[config.mk]
export PLATFORM = sky130hd
export DESIGN_NAME = can_tx_mailbox_scheduler_flat
export DESIGN_NICKNAME = d
export VERILOG_FILES = /design/src/rtl/can_tx_mailbox_scheduler_if.sv /design/src/rtl/can_tx_mailbox_scheduler.sv /design/src/flat_wrapper.sv
export SDC_FILE = /design/constraint.sdc
export NUM_CORES = 1
export LEC_CHECK = 0
export CORE_ASPECT_RATIO = 0.7
export CORE_MARGIN = 5
export CORE_UTILIZATION = 60
export CTS_BUF_LIST = sky130_fd_sc_hd__clkbuf_4
export DETAILED_ROUTE_END_ITERATION = 8
export DONT_BUFFER_PORTS = 1
export PLACE_DENSITY = 0.79
export SLEW_MARGIN = 5
export SYNTH_ARGS = -nofsm -noshare
export SYNTH_HDL_FRONTEND = slang
export SYNTH_SLANG_ARGS = --single-unit
[constraint.sdc]
create_clock -name clk -period 8.7 [get_ports clk]
set_input_delay 1.74 -clock clk [delete_from_list [all_inputs] [get_ports clk]]
set_output_delay 1.74 -clock clk [all_outputs]
set_load 0.05 [all_outputs]
[src/rtl/can_tx_mailbox_scheduler_if.sv]
// Host load port, mailbox status and transmitter handshake of the CAN TX mailbox scheduler.
// Handshake: a frame is offered while tx_req=1; a one-cycle tx_ack takes it and tx_req drops the next cycle.
interface can_tx_mailbox_scheduler_if #(
  parameter int NUM_MB = 4,
  parameter int IDX_W  = $clog2(NUM_MB)
);
  logic              wr_en;
  logic [IDX_W-1:0]  wr_idx;
  logic [10:0]       wr_id_std;
  logic [17:0]       wr_id_ext;
  logic              wr_ide;
  logic              wr_rtr;
  logic [3:0]        wr_dlc;
  logic [63:0]       wr_data;
  logic              wr_reject;
  logic [NUM_MB-1:0] mb_abort;
  logic [NUM_MB-1:0] mb_pending;
  logic [NUM_MB-1:0] mb_tx_done;
  logic [NUM_MB-1:0] mb_tx_fail;
  logic              tx_req;
  logic              tx_ack;
  logic              tx_done;
  logic              tx_arb_lost;
  logic              tx_error;
  logic [10:0]       tx_id_std;
  logic [17:0]       tx_id_ext;
  logic              tx_ide;
  logic              tx_rtr;
  logic [3:0]        tx_dlc;
  logic [63:0]       tx_data;
  logic [IDX_W-1:0]  tx_mb_idx;

  modport master (
    output wr_en, wr_idx, wr_id_std, wr_id_ext, wr_ide, wr_rtr, wr_dlc, wr_data,
    output mb_abort, tx_ack, tx_done, tx_arb_lost, tx_error,
    input  wr_reject, mb_pending, mb_tx_done, mb_tx_fail, tx_req,
    input  tx_id_std, tx_id_ext, tx_ide, tx_rtr, tx_dlc, tx_data, tx_mb_idx
  );

  modport slave (
    input  wr_en, wr_idx, wr_id_std, wr_id_ext, wr_ide, wr_rtr, wr_dlc, wr_data,
    input  mb_abort, tx_ack, tx_done, tx_arb_lost, tx_error,
    output wr_reject, mb_pending, mb_tx_done, mb_tx_fail, tx_req,
    output tx_id_std, tx_id_ext, tx_ide, tx_rtr, tx_dlc, tx_data, tx_mb_idx
  );
endinterface

[src/rtl/can_tx_mailbox_scheduler.sv]
// CAN TX mailbox scheduler: picks the highest-priority pending mailbox and hands it to the transmitter.
// Optional CAN_TX_RETRY_LIMIT_EN: drop a mailbox after RETRY_LIMIT transmit errors.
module can_tx_mailbox_scheduler #(
  parameter int NUM_MB      = 4,
  parameter int RETRY_LIMIT = 16
) (
  input  logic                      clk,
  input  logic                      rst_n,
  can_tx_mailbox_scheduler_if.slave bus,
  output logic [1:0]                dbg_state
);
  localparam int IDX_W = $clog2(NUM_MB);

  typedef enum logic [1:0] {
    S_IDLE   = 2'd0,
    S_SELECT = 2'd1,
    S_REQ    = 2'd2,
    S_BUSY   = 2'd3
  } state_t;

  if (NUM_MB < 2 || NUM_MB > 8 || RETRY_LIMIT < 1 || RETRY_LIMIT > 31) begin : g_param_check
    $error("can_tx_mailbox_scheduler: NUM_MB must be 2..8 and RETRY_LIMIT 1..31");
  end

  state_t            state_q, state_d;
  logic [NUM_MB-1:0] pending_q, pending_d;
  logic [NUM_MB-1:0] done_q, done_d;
  logic [NUM_MB-1:0] fail_q, fail_d;
  logic              reject_q, reject_d;

  logic [10:0]       id_std_q [NUM_MB];
  logic [10:0]       id_std_d [NUM_MB];
  logic [17:0]       id_ext_q [NUM_MB];
  logic [17:0]       id_ext_d [NUM_MB];
  logic [3:0]        dlc_q    [NUM_MB];
  logic [3:0]        dlc_d    [NUM_MB];
  logic [63:0]       data_q   [NUM_MB];
  logic [63:0]       data_d   [NUM_MB];
  logic [NUM_MB-1:0] ide_q, ide_d;
  logic [NUM_MB-1:0] rtr_q, rtr_d;

  logic [10:0]       tx_id_std_q, tx_id_std_d;
  logic [17:0]       tx_id_ext_q, tx_id_ext_d;
  logic              tx_ide_q, tx_ide_d;
  logic              tx_rtr_q, tx_rtr_d;
  logic [3:0]        tx_dlc_q, tx_dlc_d;
  logic [63:0]       tx_data_q, tx_data_d;
  logic [IDX_W-1:0]  tx_idx_q, tx_idx_d;

`ifdef CAN_TX_RETRY_LIMIT_EN
  logic [4:0]        retry_q [NUM_MB];
  logic [4:0]        retry_d [NUM_MB];
`endif

  logic [31:0]       key [NUM_MB];
  logic [31:0]       best_key;
  logic [IDX_W-1:0]  win_idx;
  logic              win_vld;
  logic              owned;
  logic              wr_in_range;

  // Arbitration field as it appears on the bus; SRR and IDE are recessive (1) for extended frames.
  always_comb begin
    for (int i = 0; i < NUM_MB; i++) begin
      if (ide_q[i]) key[i] = {id_std_q[i], 1'b1, 1'b1, id_ext_q[i], rtr_q[i]};
      else          key[i] = {id_std_q[i], rtr_q[i], 1'b0, 18'h0, 1'b0};
    end
  end

  // Strict less-than while scanning upward, so equal keys resolve to the lowest index.
  always_comb begin
    best_key = '1;
    win_idx  = '0;
    win_vld  = 1'b0;
    for (int i = 0; i < NUM_MB; i++) begin
      if (pending_q[i] && (!win_vld || key[i] < best_key)) begin
        best_key = key[i];
        win_idx  = IDX_W'(i);
        win_vld  = 1'b1;
      end
    end
  end

  assign owned       = (state_q == S_REQ) || (state_q == S_BUSY);
  assign wr_in_range = int'(bus.wr_idx) < NUM_MB;

  always_comb begin
    state_d     = state_q;
    pending_d   = pending_q;
    done_d      = '0;
    fail_d      = '0;
    reject_d    = 1'b0;
    id_std_d    = id_std_q;
    id_ext_d    = id_ext_q;
    dlc_d       = dlc_q;
    data_d      = data_q;
    ide_d       = ide_q;
    rtr_d       = rtr_q;
    tx_id_std_d = tx_id_std_q;
    tx_id_ext_d = tx_id_ext_q;
    tx_ide_d    = tx_ide_q;
    tx_rtr_d    = tx_rtr_q;
    tx_dlc_d    = tx_dlc_q;
    tx_data_d   = tx_data_q;
    tx_idx_d    = tx_idx_q;
`ifdef CAN_TX_RETRY_LIMIT_EN
    retry_d     = retry_q;
`endif

    // Aborts of mailboxes not currently owned by the transmitter take effect immediately.
    for (int i = 0; i < NUM_MB; i++) begin
      if (pending_q[i] && bus.mb_abort[i] && !(owned && tx_idx_q == IDX_W'(i))) begin
        pending_d[i] = 1'b0;
        fail_d[i]    = 1'b1;
      end
    end

    case (state_q)
      S_IDLE: begin
        if (|pending_q) state_d = S_SELECT;
      end
      S_SELECT: begin
        if (win_vld && !bus.mb_abort[win_idx]) begin
          tx_id_std_d = id_std_q[win_idx];
          tx_id_ext_d = id_ext_q[win_idx];
          tx_ide_d    = ide_q[win_idx];
          tx_rtr_d    = rtr_q[win_idx];
          tx_dlc_d    = dlc_q[win_idx];
          tx_data_d   = data_q[win_idx];
          tx_idx_d    = win_idx;
          state_d     = S_REQ;
        end else begin
          state_d = S_IDLE;
        end
      end
      S_REQ: begin
        if (bus.tx_ack) begin
          state_d = S_BUSY;
        end else if (bus.mb_abort[tx_idx_q]) begin
          pending_d[tx_idx_q] = 1'b0;
          fail_d[tx_idx_q]    = 1'b1;
          state_d             = S_IDLE;
        end
      end
      S_BUSY: begin
        // An abort raised during the attempt only decides how a failed attempt is reported.
        if (bus.tx_done) begin
          pending_d[tx_idx_q] = 1'b0;
          done_d[tx_idx_q]    = 1'b1;
          state_d             = S_IDLE;
        end else if (bus.tx_error) begin
          if (bus.mb_abort[tx_idx_q]) begin
            pending_d[tx_idx_q] = 1'b0;
            fail_d[tx_idx_q]    = 1'b1;
          end
`ifdef CAN_TX_RETRY_LIMIT_EN
          else if (retry_q[tx_idx_q] == 5'(RETRY_LIMIT - 1)) begin
            pending_d[tx_idx_q] = 1'b0;
            fail_d[tx_idx_q]    = 1'b1;
          end else begin
            retry_d[tx_idx_q] = retry_q[tx_idx_q] + 5'd1;
          end
`endif
          state_d = S_IDLE;
        end else if (bus.tx_arb_lost) begin
          if (bus.mb_abort[tx_idx_q]) begin
            pending_d[tx_idx_q] = 1'b0;
            fail_d[tx_idx_q]    = 1'b1;
          end
          state_d = S_IDLE;
        end
      end
      default: state_d = S_IDLE;
    endcase

    // Writes only ever land on idle mailboxes, so they never collide with the clears above.
    if (bus.wr_en && wr_in_range) begin
      if (pending_q[bus.wr_idx]) begin
        reject_d = 1'b1;
      end else begin
        pending_d[bus.wr_idx] = 1'b1;
        id_std_d[bus.wr_idx]  = bus.wr_id_std;
        id_ext_d[bus.wr_idx]  = bus.wr_id_ext;
        ide_d[bus.wr_idx]     = bus.wr_ide;
        rtr_d[bus.wr_idx]     = bus.wr_rtr;
        dlc_d[bus.wr_idx]     = bus.wr_dlc;
        data_d[bus.wr_idx]    = bus.wr_data;
      end
    end

`ifdef CAN_TX_RETRY_LIMIT_EN
    // Any pending transition (success, abort, drop or a fresh load) restarts the error count.
    for (int i = 0; i < NUM_MB; i++) begin
      if (pending_d[i] != pending_q[i]) retry_d[i] = '0;
    end
`endif
  end

  always_ff @(posedge clk or negedge rst_n) begin
    if (!rst_n) begin
      state_q     <= S_IDLE;
      pending_q   <= '0;
      done_q      <= '0;
      fail_q      <= '0;
      reject_q    <= 1'b0;
      ide_q       <= '0;
      rtr_q       <= '0;
      tx_id_std_q <= '0;
      tx_id_ext_q <= '0;
      tx_ide_q    <= 1'b0;
      tx_rtr_q    <= 1'b0;
      tx_dlc_q    <= '0;
      tx_data_q   <= '0;
      tx_idx_q    <= '0;
      for (int i = 0; i < NUM_MB; i++) begin
        id_std_q[i] <= '0;
        id_ext_q[i] <= '0;
        dlc_q[i]    <= '0;
        data_q[i]   <= '0;
`ifdef CAN_TX_RETRY_LIMIT_EN
        retry_q[i]  <= '0;
`endif
      end
    end else begin
      state_q     <= state_d;
      pending_q   <= pending_d;
      done_q      <= done_d;
      fail_q      <= fail_d;
      reject_q    <= reject_d;
      ide_q       <= ide_d;
      rtr_q       <= rtr_d;
      tx_id_std_q <= tx_id_std_d;
      tx_id_ext_q <= tx_id_ext_d;
      tx_ide_q    <= tx_ide_d;
      tx_rtr_q    <= tx_rtr_d;
      tx_dlc_q    <= tx_dlc_d;
      tx_data_q   <= tx_data_d;
      tx_idx_q    <= tx_idx_d;
      id_std_q    <= id_std_d;
      id_ext_q    <= id_ext_d;
      dlc_q       <= dlc_d;
      data_q      <= data_d;
`ifdef CAN_TX_RETRY_LIMIT_EN
      retry_q     <= retry_d;
`endif
    end
  end

  assign bus.wr_reject  = reject_q;
  assign bus.mb_pending = pending_q;
  assign bus.mb_tx_done = done_q;
  assign bus.mb_tx_fail = fail_q;
  assign bus.tx_req     = (state_q == S_REQ);
  assign bus.tx_id_std  = tx_id_std_q;
  assign bus.tx_id_ext  = tx_id_ext_q;
  assign bus.tx_ide     = tx_ide_q;
  assign bus.tx_rtr     = tx_rtr_q;
  assign bus.tx_dlc     = tx_dlc_q;
  assign bus.tx_data    = tx_data_q;
  assign bus.tx_mb_idx  = tx_idx_q;
  assign dbg_state      = state_q;

endmodule

[src/flat_wrapper.sv]
// flat-port wrapper written by rule: the top's interface ports become plain ports
module can_tx_mailbox_scheduler_flat 
#(
  parameter int NUM_MB      = 4,
  parameter int RETRY_LIMIT = 16
)
  (clk, rst_n, dbg_state, bus_wr_en, bus_wr_idx, bus_wr_id_std, bus_wr_id_ext, bus_wr_ide, bus_wr_rtr, bus_wr_dlc, bus_wr_data, bus_mb_abort, bus_tx_ack, bus_tx_done, bus_tx_arb_lost, bus_tx_error, bus_wr_reject, bus_mb_pending, bus_mb_tx_done, bus_mb_tx_fail, bus_tx_req, bus_tx_id_std, bus_tx_id_ext, bus_tx_ide, bus_tx_rtr, bus_tx_dlc, bus_tx_data, bus_tx_mb_idx);
  can_tx_mailbox_scheduler_if #(.NUM_MB(NUM_MB)) bus_i ();
  input  logic clk;
  input  logic rst_n;
  output logic [1:0] dbg_state;
  input wire logic [$bits(bus_i.wr_en)-1:0] bus_wr_en;
  input wire logic [$bits(bus_i.wr_idx)-1:0] bus_wr_idx;
  input wire logic [$bits(bus_i.wr_id_std)-1:0] bus_wr_id_std;
  input wire logic [$bits(bus_i.wr_id_ext)-1:0] bus_wr_id_ext;
  input wire logic [$bits(bus_i.wr_ide)-1:0] bus_wr_ide;
  input wire logic [$bits(bus_i.wr_rtr)-1:0] bus_wr_rtr;
  input wire logic [$bits(bus_i.wr_dlc)-1:0] bus_wr_dlc;
  input wire logic [$bits(bus_i.wr_data)-1:0] bus_wr_data;
  input wire logic [$bits(bus_i.mb_abort)-1:0] bus_mb_abort;
  input wire logic [$bits(bus_i.tx_ack)-1:0] bus_tx_ack;
  input wire logic [$bits(bus_i.tx_done)-1:0] bus_tx_done;
  input wire logic [$bits(bus_i.tx_arb_lost)-1:0] bus_tx_arb_lost;
  input wire logic [$bits(bus_i.tx_error)-1:0] bus_tx_error;
  output wire logic [$bits(bus_i.wr_reject)-1:0] bus_wr_reject;
  output wire logic [$bits(bus_i.mb_pending)-1:0] bus_mb_pending;
  output wire logic [$bits(bus_i.mb_tx_done)-1:0] bus_mb_tx_done;
  output wire logic [$bits(bus_i.mb_tx_fail)-1:0] bus_mb_tx_fail;
  output wire logic [$bits(bus_i.tx_req)-1:0] bus_tx_req;
  output wire logic [$bits(bus_i.tx_id_std)-1:0] bus_tx_id_std;
  output wire logic [$bits(bus_i.tx_id_ext)-1:0] bus_tx_id_ext;
  output wire logic [$bits(bus_i.tx_ide)-1:0] bus_tx_ide;
  output wire logic [$bits(bus_i.tx_rtr)-1:0] bus_tx_rtr;
  output wire logic [$bits(bus_i.tx_dlc)-1:0] bus_tx_dlc;
  output wire logic [$bits(bus_i.tx_data)-1:0] bus_tx_data;
  output wire logic [$bits(bus_i.tx_mb_idx)-1:0] bus_tx_mb_idx;
  assign bus_i.wr_en = bus_wr_en;
  assign bus_i.wr_idx = bus_wr_idx;
  assign bus_i.wr_id_std = bus_wr_id_std;
  assign bus_i.wr_id_ext = bus_wr_id_ext;
  assign bus_i.wr_ide = bus_wr_ide;
  assign bus_i.wr_rtr = bus_wr_rtr;
  assign bus_i.wr_dlc = bus_wr_dlc;
  assign bus_i.wr_data = bus_wr_data;
  assign bus_i.mb_abort = bus_mb_abort;
  assign bus_i.tx_ack = bus_tx_ack;
  assign bus_i.tx_done = bus_tx_done;
  assign bus_i.tx_arb_lost = bus_tx_arb_lost;
  assign bus_i.tx_error = bus_tx_error;
  assign bus_wr_reject = bus_i.wr_reject;
  assign bus_mb_pending = bus_i.mb_pending;
  assign bus_mb_tx_done = bus_i.mb_tx_done;
  assign bus_mb_tx_fail = bus_i.mb_tx_fail;
  assign bus_tx_req = bus_i.tx_req;
  assign bus_tx_id_std = bus_i.tx_id_std;
  assign bus_tx_id_ext = bus_i.tx_id_ext;
  assign bus_tx_ide = bus_i.tx_ide;
  assign bus_tx_rtr = bus_i.tx_rtr;
  assign bus_tx_dlc = bus_i.tx_dlc;
  assign bus_tx_data = bus_i.tx_data;
  assign bus_tx_mb_idx = bus_i.tx_mb_idx;
  can_tx_mailbox_scheduler #(.NUM_MB(NUM_MB), .RETRY_LIMIT(RETRY_LIMIT)) u_core (.clk(clk), .rst_n(rst_n), .bus(bus_i), .dbg_state(dbg_state));
endmodule
==> results.yml <==
logic_synthesis:
  ys_top_cells_by_area: "dfrtp_1, mux2_2, mux2_4, ha_1, mux2i_1"
  synth_nets: 2319
  ys_seq_area_share_pct: 48.93
  ys_seq_elements: 512
  yosysWarningCount: 0
  synth_edf_count: 0
  syn_area_mm2: 0.02618
  yosysUniqueCellTypes: 56
  yosysTopAreaCellShare_pct: 48.93
  syn_avg_cell_area_um2: 12.38
  ys_async_sr_fraction_pct: 100.0
  postSynthCellCount: 2115
  synth_flop_cell: "dfrtp_1"
  synth_top_area_cell: "dfrtp_1"
routing:
  num_vias: 17434
  drt-wirelength-per-cell_um: 22.80
  via_per_inst: 5.964
  wirelength_mm: 66.66
  drc_errors: 0
  drt_iter0_drc: 1243
  postRouteAntennaNets: 0
  dr.pass1.iters: 7
placement:
  place_inst: 2668
  place_ws_ns: -0.1099
  port_buffers: 0
  dpl.hpwl_mm: 41.60
  gp_congestion: 0.9059
cells_and_area:
  ff_latch_area_mm2: 0.01281
  final_common_cell: "mux2_2"
  mostFrequentLayoutCells: "mux2_2, dfrtp_1, clkbuf_4, a21oi_1, nor2_1"
  fin_cells: 2923
  fill_cells: 3092
  layout-drive-gt1-share_pct: 42.43
  nets: 2443
  syn_to_final_growth_pct: 13.31
  multi_input_area_mm2: 0.01301
clock_tree:
  cts_num_sinks: 512
  clk_pin_slew_ns: 0.07
  cts-root-buf: "clkbuf_4"
  clock_latency_ns: 0.91
  clock_path_buffers: 3
  cts_tree: "built"
  cts_inserted_buffers: 120
  htreeDepth: 3
floorplan:
  core.rowCount: 64
  core_area_mm2: 0.04340
  die_w_um: 259.7
  die_area_mm2: 0.04798
  initial_utilization_pct: 60.33
  die-height_um: 184.8
  ios: 229
pwr:
  p_total_mw: 9.747
  leakage_nw: 13.35
  cellPowerDensity_mw_per_mm2: 328.5
  peakVddDrop_uv: 231.4
timing:
  finalWorstSetupSlack_ns: 0.05120
  worstMarginPinSlew_ns: 2.437
  final.min_clock_period_ns: 8.649
  clock.fmax_mhz: 115.6
  final-hold-violation-count: 0
  final.setup_skew_ns: 0.06101
  period_share_pct: 99.41
  maxSlewHeadroom_pct: -62.48
  final_max_slew_viol_count: 407
  setup_viol: 0
global_route:
  overflow: 0
  grt_max_degree: 513
  grt_pass1_wl_mm: 100.8
  antenna_found_initial: 2
  grtUsageTotal_pct: 26.43
  first_global_vias: 18073
hold_path:
  hp-class: "register to register"
critical_path:
  required_ns: 9.45
  cp.arrival_ns: 9.40
  cp_max_fo: 11
  worstSetupEndpointType: "register"
  critPathMaxStageDelay_ns: 0.57
  cp-start-kind: "register"
  cpMaxStageDelayCell: "or4b_4"
  critPathKind: "register to register"
  path_common_cell: "buf_12"
status:
  violations: "slew limit"
  outcome: "complete, but fails checks"
flow_run:
  maxCapViolCount: 0
-- synth_stat cells, drive strengths merged (9+ instances only) --
library cell / count
mux2i: 114
nand3: 12
a21boi: 19
nor2: 138
buf: 52
dfrtp: 512
nand2: 71
and2: 56
clkbuf: 76
inv: 40
a21oi: 155
o21ai: 48
nor3: 9
ha: 92
mux2: 597
nor2b: 21
nand4: 17
-- final cells by class --
type / count / share of cell area (%)
flip-flops and latches: 512 / 43.19
clock inverters: 34 / 0.6115
diodes: 5 / 0.04217
clock buffers: 173 / 4.377
multi-input cells: 1437 / 43.85
inverters: 40 / 0.5061
well taps: 594 / 2.505
repair buffers: 128 / 4.921
-- registers in the layout, summed over array words and instances, names as in the netlist --
signal	count
u_core.bus.tx_mb_idx	2
u_core.bus.mb_tx_fail	4
u_core.data_q	256
u_core.rtr_q	4
u_core.bus.tx_ide	1
u_core.dlc_q	16
u_core.id_std_q	44
u_core.dbg_state	2
u_core.bus.tx_id_ext	18
u_core.ide_q	4
u_core.bus.tx_rtr	1
u_core.bus.tx_data	64
u_core.bus.tx_dlc	4
u_core.bus.wr_reject	1
u_core.id_ext_q	72
u_core.bus.tx_id_std	11
u_core.bus.mb_tx_done	4
u_core.bus.mb_pending	4
-- final timing paths --
| path | slack [ns] | to | start | cells past startpoint |
|---|---|---|---|---|
| setup / recovery | 0.05 | u_core.bus.tx_dlc[2] | u_core.bus.mb_pending[0] | 40 |
| hold / removal | 0.50 | u_core.data_q[63] | u_core.data_q[63] | 1 |
| setup reg to reg | 0.05 | u_core.bus.tx_dlc[2] | u_core.bus.mb_pending[0] | 40 |
| hold reg to reg | 0.50 | u_core.data_q[63] | u_core.data_q[63] | 1 |
| max in group asynchronous | 6.24 | u_core.bus.tx_id_ext[14] | rst_n | 0 |
| min in group asynchronous | 0.61 | u_core.data_q[255] | rst_n | 0 |
-- metal layers --
metal,wire (µm),global-route usage (%)
met5,0,0
met1,29320,36.09
met4,1825,8.766
met3,4813,7.672
met2,30700,41.29
-- per-stage QoR --
| stage | instance area [µm²] | hold slack (ns) | util, % | TNS, ns |
|---|---|---|---|---|
| 2_1_floorplan | 26220 | 0.4754 | - | 0 |
| 3_3_place_gp | 27260 | 0.4824 | 62.80 | 0 |
| 3_5_place_dp | 27260 | 0.4899 | 62.80 | -6.688 |
| 4_1_cts | 28820 | 0.4670 | 66.40 | 0 |
| 5_1_grt | 29670 | 0.4758 | 68.36 | -17.03 |
| 6_report | 29670 | 0.5030 | 68.36 | 0 |
-- worst max-delay path: cells and delay by family (launching register included) --
| family | cells | cell delay (ns) |
|---|---|---|
| AOI/OAI and AO/OA | 14 | 2.52 |
| adders and majority gates | 3 | 0.91 |
| buffers and inverters | 10 | 1.64 |
| DFF | 1 | 0.46 |
| muxes | 2 | 0.53 |
| and+or+nand+nor | 11 | 2.42 |
-- where the power goes --
group	switching, mW	leakage, nW	internal, mW
Clock	0.966	0.887	0.940
Sequential	1.48	6.09	3.09
Combinational	1.40	6.38	1.86
Total	3.86	13.3	5.89
-- kinds of logic after synthesis --
logic type,share of synthesized area (%)
multiplexers,31.32
buffers and inverters,2.834
AND/OR/NAND/NOR,6.470
AO/OA/AOI/OAI,6.045
adder cells (fa/ha/maj),4.396
flip-flops,48.93
-- repair_timing --
action / in CTS / in global routing
cloned: 0 / 15
setup buffers: 4 / 24
setup endpoints to repair: 100 / 102
endpoints found under the hold margin: 0 / 0
pin swaps: 2 / 41
resized for setup: 13 / 91
hold buffers: 0 / 0
Power figures use the tool's default switching activity.
